==> config.mk <==
export PLATFORM = sky130hd
export DESIGN_NAME = alu_cmd_issuer
export DESIGN_NICKNAME = d
export VERILOG_FILES = /design/src/rtl/alu_cmd_issuer.sv
export SDC_FILE = /design/constraint.sdc
export NUM_CORES = 1
export LEC_CHECK = 0
export BUFFER_PORTS_ARGS = -buffer_cell sky130_fd_sc_hd__buf_2
export CAP_MARGIN = 20
export CELL_PAD_IN_SITES_DETAIL_PLACEMENT = 1
export CELL_PAD_IN_SITES_GLOBAL_PLACEMENT = 1
export CORE_MARGIN = 2
export CORE_UTILIZATION = 53
export CTS_CLUSTER_DIAMETER = 100
export DETAILED_ROUTE_END_ITERATION = 16
export GPL_ROUTABILITY_DRIVEN = 1
export PLACE_DENSITY_LB_ADDON = 0.1
export SYNTH_ARGS = -nofsm -noshare
export SYNTH_HDL_FRONTEND = slang
export SYNTH_SLANG_ARGS = --single-unit
==> constraint.sdc <==
create_clock -name clk -period 3.25 [get_ports clk]
set_input_delay 0.65 -clock clk [delete_from_list [all_inputs] [get_ports clk]]
set_output_delay 0.65 -clock clk [all_outputs]
set_load 0.02 [all_outputs]
==> src/rtl/alu_cmd_issuer.sv <==
// Issue stage for a 4-bit 74181-style ALU: queues commands, drives the ALU, holds, samples F, returns results in order.
// Optional ALU_OP_COUNT_EN adds an 8-bit saturating count of completed result handshakes (op_count).
module alu_cmd_issuer #(
    parameter int DEPTH         = 4,
    parameter int SETTLE_CYCLES = 1
) (
    input  logic       clk,
    input  logic       rst_n,
    // Both handshakes: a transfer happens on a rising edge where valid && ready;
    // the producer holds its payload and valid until that edge.
    input  logic       cmd_valid,
    output logic       cmd_ready,
    input  logic [3:0] cmd_a,
    input  logic [3:0] cmd_b,
    input  logic [3:0] cmd_s,
    input  logic       cmd_m,
    input  logic       cmd_cn,
    output logic [3:0] alu_a,
    output logic [3:0] alu_b,
    output logic [3:0] alu_s,
    output logic       alu_m,
    output logic       alu_cn,
    input  logic [3:0] alu_f,
    output logic       res_valid,
    input  logic       res_ready,
    output logic [3:0] res_f
`ifdef ALU_OP_COUNT_EN
    ,
    output logic [7:0] op_count
`endif
);

    localparam int AW = (DEPTH > 1) ? $clog2(DEPTH) : 1;
    localparam int CW = $clog2(DEPTH + 1);
    localparam int SW = $clog2(SETTLE_CYCLES + 1);

    typedef struct packed {
        logic [3:0] a;
        logic [3:0] b;
        logic [3:0] s;
        logic       m;
        logic       cn;
    } cmd_t;

    typedef enum logic [1:0] {
        IDLE  = 2'd0,
        DRIVE = 2'd1,
        HOLD  = 2'd2
    } state_t;

    state_t         state;
    state_t         state_d;
    logic [SW-1:0]  cnt;
    logic [SW-1:0]  cnt_d;

    cmd_t           mem [DEPTH];
    logic [AW-1:0]  wr_ptr;
    logic [AW-1:0]  rd_ptr;
    logic [CW-1:0]  count;

    logic           push;
    logic           pop;
    logic           capture;
    logic           fifo_empty;

    // Ready looks only at the registered count, so a same-edge pop never frees a slot early.
    assign cmd_ready  = (count < CW'(DEPTH));
    assign push       = cmd_valid && cmd_ready;
    assign fifo_empty = (count == '0);
    assign res_valid  = (state == HOLD);

    // ---------------- FIFO storage and pointers ----------------
    always_ff @(posedge clk) begin
        if (push) begin
            mem[wr_ptr] <= '{a: cmd_a, b: cmd_b, s: cmd_s, m: cmd_m, cn: cmd_cn};
        end
    end

    always_ff @(posedge clk or negedge rst_n) begin
        if (!rst_n) begin
            wr_ptr <= '0;
            rd_ptr <= '0;
            count  <= '0;
        end else begin
            if (push) begin
                wr_ptr <= wr_ptr + AW'(1);
            end
            if (pop) begin
                rd_ptr <= rd_ptr + AW'(1);
            end
            case ({push, pop})
                2'b10:   count <= count + CW'(1);
                2'b01:   count <= count - CW'(1);
                default: count <= count;
            endcase
        end
    end

    // ---------------- issue FSM ----------------
    always_ff @(posedge clk or negedge rst_n) begin
        if (!rst_n) begin
            state <= IDLE;
            cnt   <= '0;
        end else begin
            state <= state_d;
            cnt   <= cnt_d;
        end
    end

    always_comb begin
        state_d = state;
        cnt_d   = cnt;
        pop     = 1'b0;
        capture = 1'b0;
        case (state)
            IDLE: begin
                if (!fifo_empty) begin
                    pop     = 1'b1;
                    cnt_d   = SW'(SETTLE_CYCLES);
                    state_d = DRIVE;
                end
            end
            DRIVE: begin
                cnt_d = cnt - SW'(1);
                if (cnt == SW'(1)) begin
                    capture = 1'b1;
                    state_d = HOLD;
                end
            end
            HOLD: begin
                if (res_ready) begin
                    if (!fifo_empty) begin
                        pop     = 1'b1;
                        cnt_d   = SW'(SETTLE_CYCLES);
                        state_d = DRIVE;
                    end else begin
                        state_d = IDLE;
                    end
                end
            end
            default: begin
                state_d = IDLE;
                cnt_d   = '0;
            end
        endcase
    end

    // ---------------- ALU drive and result capture ----------------
    always_ff @(posedge clk or negedge rst_n) begin
        if (!rst_n) begin
            alu_a  <= '0;
            alu_b  <= '0;
            alu_s  <= '0;
            alu_m  <= 1'b0;
            alu_cn <= 1'b0;
            res_f  <= '0;
        end else begin
            if (pop) begin
                alu_a  <= mem[rd_ptr].a;
                alu_b  <= mem[rd_ptr].b;
                alu_s  <= mem[rd_ptr].s;
                alu_m  <= mem[rd_ptr].m;
                alu_cn <= mem[rd_ptr].cn;
            end
            if (capture) begin
                res_f <= alu_f;
            end
        end
    end

`ifdef ALU_OP_COUNT_EN
    always_ff @(posedge clk or negedge rst_n) begin
        if (!rst_n) begin
            op_count <= '0;
        end else if (res_valid && res_ready && (op_count != 8'hff)) begin
            op_count <= op_count + 8'd1;
        end
    end
`endif

endmodule

==> results, run 1 <==
- The worst register-to-register path ends at alu_s[0].
- The post-synth design cell area is 3309 um^2.
- The fraction of layout instances using a drive strength above 1 is 0.3953.
- Averaged over all synthesized cells, the footprint is roughly 20 um^2.
- The number of global-route vias before repair is 1896.
- Max-cap violations in this run came to 0.
- Of the total power, registers draw 0.460.
- The antenna cell count is 0.
- The final-report hold violation count came to 0.
- The most used flip-flop cell after synthesis is edfxtp_1.
- Setup repair after global routing left no endpoint under its margin.
- TritonCTS built the clock tree.
- The number of nets handed over by synthesis was 190.
- The type of the worst setup path is reg2reg.
- By count the netlist is led by edfxtp_1 (56), dfrtp_1 (28), mux2_2 (10).
- The top cell family by delay on the critical path is multiplexers.
- The number of max-slew violations in the final report is 0.
- Routability-driven placement finished with a final weighted congestion of just under 0.8.
- CTS placed an instance of clkbuf_8 at the clock tree root.
- The CTS clock-pin slew for the worst setup and hold paths is 0.09 ns.
- The proportion of synthesized chip area in sequential cells is 0.7198.
- The post-route setup TNS is 0 ns.
- The leakage power of the design is 1.473 nW.
- By area, the combinational part of the netlist is dominated by multiplexers.
- The global-route usage over all layers is 0.1967.
- Clock tree synthesis found a total of 84 sinks.
- The cell-internal power is between 0.002 and 0.0025 W.
- The wire length of the first global-routing pass is 10120 um.
- In the post-synthesis netlist, the cell with the most instances is edfxtp_1.
- In this run, post-CTS repair resized a total of 0 instances.
- The arrival time at the worst endpoint is 2.28 ns.
- After routing the design area is between 3000 and 4000 um^2.
- The startpoint kind of the worst setup timing path is a flip-flop.
- The placed instances occupy a cell area of 3565 um^2.
- The signal on the critical path passes through mux4_1 > mux2_2.
- After synthesis, the cell types taking the most area are edfxtp_1 (51%), dfrtp_1 (21%), mux4_2 (5.4%), mux4_1 (4.8%), mux2_4 (3.6%).
- The growth of design area from synthesis to finish is 13.19%.
- The worst register-to-register path begins at rd_ptr[0].
- In this run, synthesis produced a sequential element count of 84.
- The largest individual stage delay along the critical path comes from the cell dfrtp_1.
- The post-synthesis cell type count is 28.
- The worst-case vdd ir drop is between 0.5 and 0.6 mV.
- The number of buffers between clock root and the deepest sink is 2.
- The number of cells on the worst reg-to-reg path is 2.
- The share of synthesized area in the top cell type comes to 0.5081.
- The core region area is around 6000 um^2.
- The number of placed I/O pins is 42.
- Counting every instance in the synthesized netlist gives roughly 160.
- The first detailed-routing pass ran for 4 iterations.
- The critical path endpoint category is a flip-flop.
- The number of antenna violations at the first check in global routing is 0.
- The maximum number of pins on one net before global-route repair is 29.
- In this run the power spent charging and discharging nets is around 0.0012 W.
- The delay of the slowest cell on the worst path is 0.96 ns.
- The post-route total power is ~0.0036 W.
- The total CTS buffers is 9.
- In this run the worst hold path is classified as in2async.
- Data on the critical path is required at its endpoint by between 3 and 4 ns.
- The share of the synthesized area in compound gates (AO/OA/AOI/OAI) is 0.009452.
- The biggest fanout along the worst timing path is 16.
- In the final design database the tool counted 238 nets.
- Once detailed placement completed, the half-perimeter wirelength came to roughly 4200 um.
- The fraction of synthesized cell area in xor and xnor cells is 0.01588.
- In this run the register-to-register setup slack is around 1.2 ns.
- Wires add up to roughly 6000 um.
- Clock latency on the worst-skew pair, taken at its later pin, is between 0.3 and 0.4 ns.
- The flow ran to the end, and the final reports show no timing, DRC or antenna violations.
- Dividing the final minimum period by the clock period gives 0.6285.
- The DRC violation count after routing is 0.
- The time the worst path needs with I/O delays and setup is between 2 and 2.5 ns.
- The count of flip-flops with a built-in enable after synthesis is 56.
- The fraction of the mapped netlist area in simple logic gates is 0.02873.
- The total vias in the final route is 1582.
- Port buffering added 41 buffers.
- The total congestion overflow is 0.
- Of all cell types, the one taking the most synthesized area is edfxtp_1.
- The routed wire length per instance is between 20 and 25 um.
- The count of nets left with antenna violations once routing finished came out at 0.
- The post-synthesis share of cell area spent on full adders, half adders and majority gates is 0.02495.
- The maximum achievable frequency is 489.6 MHz.
- The initial utilization of the core area, before any placement, comes to 0.5524.
- The proportion of synthesized area in mux cells is 0.1754.
- The post-layout utilization of the core is 0.6253.
- For this block, the initial DRC count from the detailed router was about 110.
- The number of rows in the core area is 28.
- The count of warnings emitted by yosys is 0.
- The power share of the combinational group is 0.351.
- In the routed layout, each cell is associated on average with a via count of roughly 5.5.
- The x dimension of the die is between 80 and 90 um.
- Measured against its own limit, the worst slew margin works out to 0.3819.
- Of the total power, the share spent switching nets is 0.3447.
- The number of setup buffers added after CTS is 0.
- The transition time at the pin with the least slew margin is approximately 0.93 ns.
- The depth of the CTS H-tree is 3.
- The number of buffers and inverters on the critical path is 0.
- Setup violations remaining at the end of the flow were counted as 0.
- The total die area is 6892 um^2.
- The async set or reset register ratio after synthesis is 0.3333.
- On the final layout, the worst clock skew is 0.01067 ns.
- Buffers inserted to repair hold after CTS numbered 0.
- The die is roughly 83 um tall.
- For this design the ratio of total power to cell area is ~970 nW/um^2.
- The relative contribution of the clock network to total power is 0.189.
cell usage in the layout, fill, tap and decap left out:
cell,Yosys,layout
edfxtp_1,56,56
buf_2,1,41
dfrtp_1,28,28
mux2_2,10,10
inv_1,9,9
clkbuf_8,0,9
mux4_2,8,8
mux2_4,8,8
mux4_1,6,6
ha_1,5,5
and2_1,4,4
xor2_1,3,3
xnor2_1,3,3
inv_6,0,3
nor2b_1,2,2
nand2_1,2,2
o21ai_0,2,2
nor2_1,2,2
nor3_2,1,1
nor3_4,1,1
nand3b_1,1,1
nor4b_1,1,1
a21oi_1,1,1
o22a_1,1,1
mux2i_1,1,1
a21o_1,1,1
fa_1,1,1
clkinvlp_4,0,1
clkinv_4,0,1
clkinv_1,0,1
inv_8,0,1
buf_4,0,1
routing by layer:
metal	track usage	vias to the layer above	wire length, um
met2	0.3321	43	3180
met1	0.2474	817	2530
met5	0	-	0
li1	-	711	-
met3	0.03777	11	207
met4	0.09091	0	129
cell type report:
type | count | area (um^2)
multi-input cells | 64 | 842.1
fillers | 524 | 2245
flip-flops and latches | 84 | 2382
repair buffers | 42 | 212.7
clock buffers | 9 | 123.9
clock inverters | 7 | 57.56
inverters | 9 | 33.78
well taps | 75 | 93.84
sequential cells by signal, indices dropped and copies added (netlist names):
name and flops:
mem 56, alu_a 4, alu_b 4, alu_s 4
res_f 4, count 3, rd_ptr 2, state 2
wr_ptr 2, alu_cn 1, alu_m 1, cnt 1
power by group through the flow:
stage	clock network, W	registers (W)	logic [W]
after floorplan	0	0.00172	0.000901
after global placement	0	0.00166	0.00120
after detailed placement	0	0.00170	0.00128
after CTS	0.000702	0.00167	0.00129
after global routing	0.000747	0.00171	0.00137
final	0.000683	0.00166	0.00127
logic make-up (layout without fill, tap and decap cells):
kind of cell | count (synthesis) | count (layout)
DFF | 84 | 84
muxes | 33 | 33
and+or+nand+nor | 14 | 14
buffers and inverters | 14 | 67
adders and majority gates | 6 | 6
xor gates and xnor gates | 6 | 6
AOI/OAI and AO/OA | 5 | 5
metrics by stage:
stage               cells  worst slack, ns  hold WS (ns)
detailed placement    274           0.9585        0.4934
global placement      274            1.092        0.4809
floorplan             162            1.002        0.3544
CTS                   290            1.174        0.3448
finish                290            1.207        0.3254
global route          290            1.070        0.3624
worst register-to-register path: cells and delay by family (launching register included):
kind          cells  cell delay (ns)
multiplexers      2             0.97
flip-flops        1             0.96
how the worst max path moves through the flow:
stage | end | slack (ns) | startpoint | depth (start not counted)
floorplan | count[2] | 1.00 | res_ready | 9
global placement | mem[0][4] | 1.09 | cmd_valid | 3
detailed placement | mem[3][6] | 0.96 | cmd_valid | 3
CTS | alu_s[0] | 1.17 | rd_ptr[0] | 2
global route | alu_s[0] | 1.07 | rd_ptr[0] | 2
finish | alu_s[0] | 1.21 | rd_ptr[0] | 2
Power figures use the tool's default switching activity.
==> run 2, diff against run 1 <==
ABC_AREA = 1   (was default)
CORE_UTILIZATION = 45   (was 53)
clock period = 2.1 ns   (was 3.25 ns; I/O delays follow)
==> run 2 against run 1 <==
Effect of this change:
- clock power grew 63%
- worst hold slack lost 0.22 ns
- critical path depth grew 7
- fmax grew 14%
- global-route usage shrank 0.33 points
- wire length grew 28%
- combinational power grew 83%
- sequential power grew 44%
- core utilization shrank 9.1 points
- total power grew 61%
- register-to-register slack lost 0.91 ns
==> results, run 2 <==
- The maximum achievable frequency came to 556.3 MHz (+14%).
- The layout net count is 446 (+87%).
- The worst-case vdd ir drop came to 0.4931 mV (-3.9%).
- The antenna cell count came to 0 (unchanged).
- The count of buffers added by post-CTS timing repair for setup came to 0 (unchanged).
- TritonCTS built the clock tree.
- The count of flip-flops with a built-in enable after synthesis is 56 (unchanged).
- The x dimension of the die came to 93.58 um (+13%).
- The total congestion overflow is 0 (unchanged).
- The total routed wirelength is 7717 um (+28%).
- The run finished with clean final reports.
- The async set or reset register ratio after synthesis came to 0.3333 (unchanged).
- The wire length of the first global-routing pass came to 12620 um (+25%).
- The power density over the cells was 1403 nW/um^2 (+45%).
- The count of warnings emitted by yosys came to 0 (unchanged).
- The final-report hold violation count came to 0 (unchanged).
- More flip-flops sit in one register than any other, and that register is mem.
- The initial detailed-routing violation count was 81 (-25%).
- The most instantiated library cell after synthesis is nand2_1.
- The number of global-route vias before repair is 2524 (+33%).
- The gate count after technology mapping came to 365 (+130%).
- The global-route usage over all layers is 0.1934 (-0.003342).
- The routed wire length per instance was 14.70 um (-30%).
- The startpoint identified for the worst register-to-register timing path is state[0].
- The estimated wirelength of the detail-placed design is 5111 um (+23%).
- The leakage power of the design is 2.089 nW (+42%).
- The maximum number of pins on one net before global-route repair is 31 (+6.9%).
- The number of placed I/O pins was 42 (unchanged).
- The arrival time at the worst endpoint is 2.04 ns (-0.24 ns).
- STA classifies the critical path endpoint as a flip-flop.
- The total vias in the final route is 2481 (+57%).
- The net count of the mapped netlist is 393 (+110%).
- The effective utilization at floorplan is 0.4649 (-0.08754).
- The share of the clock period used by the worst path is 0.8560 (+0.2275).
- The headroom to the max-slew limit is 0.5458 (+0.1639).
- The most common cell after layout, fill and taps aside is nand2_1.
- The number of buffers between clock root and the deepest sink is 2 (unchanged).
- The number of rows in the core area is 32 (+14%).
- The post-route setup TNS came to 0 ns (unchanged).
- The remaining antenna violation count is 0 (unchanged).
- STA classifies the critical path startpoint as a flip-flop.
- The vias per cell came to 4.726 (-13%).
- The register-to-register path setup slack is 0.30 ns (-0.91 ns).
- The number of instances resized during post-cts repair is 0 (unchanged).
- The root buffer cell is clkbuf_8.
- The required time reported for the critical path endpoint was 2.34 ns (-1.14 ns).
- The number of hold buffers added after CTS came to 0 (unchanged).
- The cell type with the largest total area after synthesis is edfxtp_1.
- The mean post-synth cell area came to 9.893 um^2 (-52%).
- The count of endpoints failing setup in the final report is 0 (unchanged).
- Sorting the synthesized cells by area gives the leading types as edfxtp_1 (47%), dfrtp_1 (19%), nand2_1 (14%), inv_1 (7.7%), nand3_1 (4.3%).
- The post-synth design cell area came to 3611 um^2 (+9.1%).
- The class of the worst hold path is in2async.
- The final clock skew is 0.004474 ns (-0.006198 ns).
- The number of antenna violations at the first check in global routing is 0 (unchanged).
- The placer congestion estimate came to 0.7449 (-5.5%).
- The share of the synthesized area in the top cell type is 0.4657 (-0.04243).
- The biggest fanout along the worst timing path is 4 (-12).
- The floorplan die height is 93.58 um (+13%).
- The fraction of layout instances using a drive strength above 1 is 0.1797 (-0.2157).
- The total CTS buffers is 9 (unchanged).
- The transition time at the pin with the least slew margin is 0.6813 ns (-0.2458 ns).
- The commonest cells after synthesis are nand2_1 (131), inv_1 (74), edfxtp_1 (56).
- The count of input and output buffers was 41 (unchanged).
- The post-synthesis cell type count is 19 (-32%).
- The flip-flop count of the largest register, all copies and words added is 56 (unchanged).
- The type of the worst setup path is reg2reg.
- The proportion of synthesized chip area in sequential cells is 0.6597 (-0.06011).
- The CTS clock-pin slew for the worst setup and hold paths is 0.08 ns (about the same).
- The time the worst path needs with I/O delays and setup came to 1.798 ns (-0.2449 ns).
- The depth of the CTS H-tree is 3 (unchanged).
- The DRC violation count after routing is 0 (unchanged).
- The number of clock sinks seen by CTS is 84 (unchanged).
- For this run, the leading register cell type out of synthesis is edfxtp_1.
- The number of cells on the worst reg-to-reg path is 9 (+7).
- In the layout the commonest cells are nand2_1 (131), inv_1 (74), edfxtp_1 (56).
- The first-pass iteration count of the detailed router came to 4 (unchanged).
- The core region area is 7767 um^2 (+30%).
- The capturing point of the worst reg2reg path is count[2].
- The worst-case hold slack is 0.1005 ns (-0.2250 ns).
- The total die area was 8757 um^2 (+27%).
- The number of violations of the max-capacitance limit is 0 (unchanged).
- Setup repair after global routing left no endpoint under its margin.
- The number of max-slew violations in the final report was 0 (unchanged).
- The growth of design area from synthesis to finish is 14.93%.
- The insertion delay of the later-clocked pin in the worst-skew pair was 0.35 ns (about the same).
- The count of state elements after synthesis is 84 (unchanged).
-- run 2: final cells by class --
cell class / instances / area (um^2)
Fill cell: 893 / 3617
Sequential cell: 84 / 2382
Multi-Input combinational cell: 191 / 864.6
Inverter: 79 / 296.5
Timing Repair Buffer: 53 / 295.3
Clock buffer: 11 / 131.4
Tap cell: 102 / 127.6
Clock inverter: 5 / 52.55
-- run 2: worst max-delay path, cell delays in order, from the launching register on --
cell     delay, ns
dfrtp_1       0.41
inv_1         0.13
nand2_1       0.11
nor2_4        0.12
ha_1          0.17
inv_1         0.07
fa_1          0.38
nand2_1       0.08
nand3_1       0.08
xor2_1        0.15
-- run 2: kinds of logic after synthesis --
logic type                 share of synthesized area
and+or+nand+nor                               0.1958
buffers and inverters                         0.1008
DFF                                           0.6597
AOI/OAI and AO/OA                            0.01109
adders and majority gates                    0.02287
xor gates and xnor gates                    0.009704
-- run 2: routing by layer --
layer  track usage  up-vias  share of wire
li1              -     1221              -
met5             0        -              0
met1        0.2427     1211           0.45
met4       0.06884        0          0.016
met2        0.3405       36           0.51
met3       0.02901       13          0.025
-- run 2: stage by stage --
step | util | setup WS (ns) | power, W | std cells | cell area, um^2
after floorplan | - | 0.1934 | 0.004050 | 365 | 3611
after global placement | 0.5106 | 0.2554 | 0.004658 | 509 | 3966
after detailed placement | 0.5106 | 0.2282 | 0.004783 | 509 | 3966
after CTS | 0.5343 | 0.3078 | 0.005899 | 525 | 4150
after global routing | 0.5343 | 0.1867 | 0.006294 | 525 | 4150
final | 0.5343 | 0.3023 | 0.005823 | 525 | 4150
-- run 2: power breakdown --
group,switching (W),internal (W),leakage (nW)
registers,0.000188,0.00220,0.848
clock network,0.000568,0.000545,0.0931
logic,0.00158,0.000737,1.15
-- run 2: worst max path at each step --
stage                    from       end  slack (ns)
floorplan           res_ready  count[2]        0.19
global placement    res_ready  count[2]        0.26
detailed placement  res_ready  count[2]        0.23
CTS                  state[0]  count[2]        0.31
global route         state[0]  count[2]        0.19
finish               state[0]  count[2]        0.30
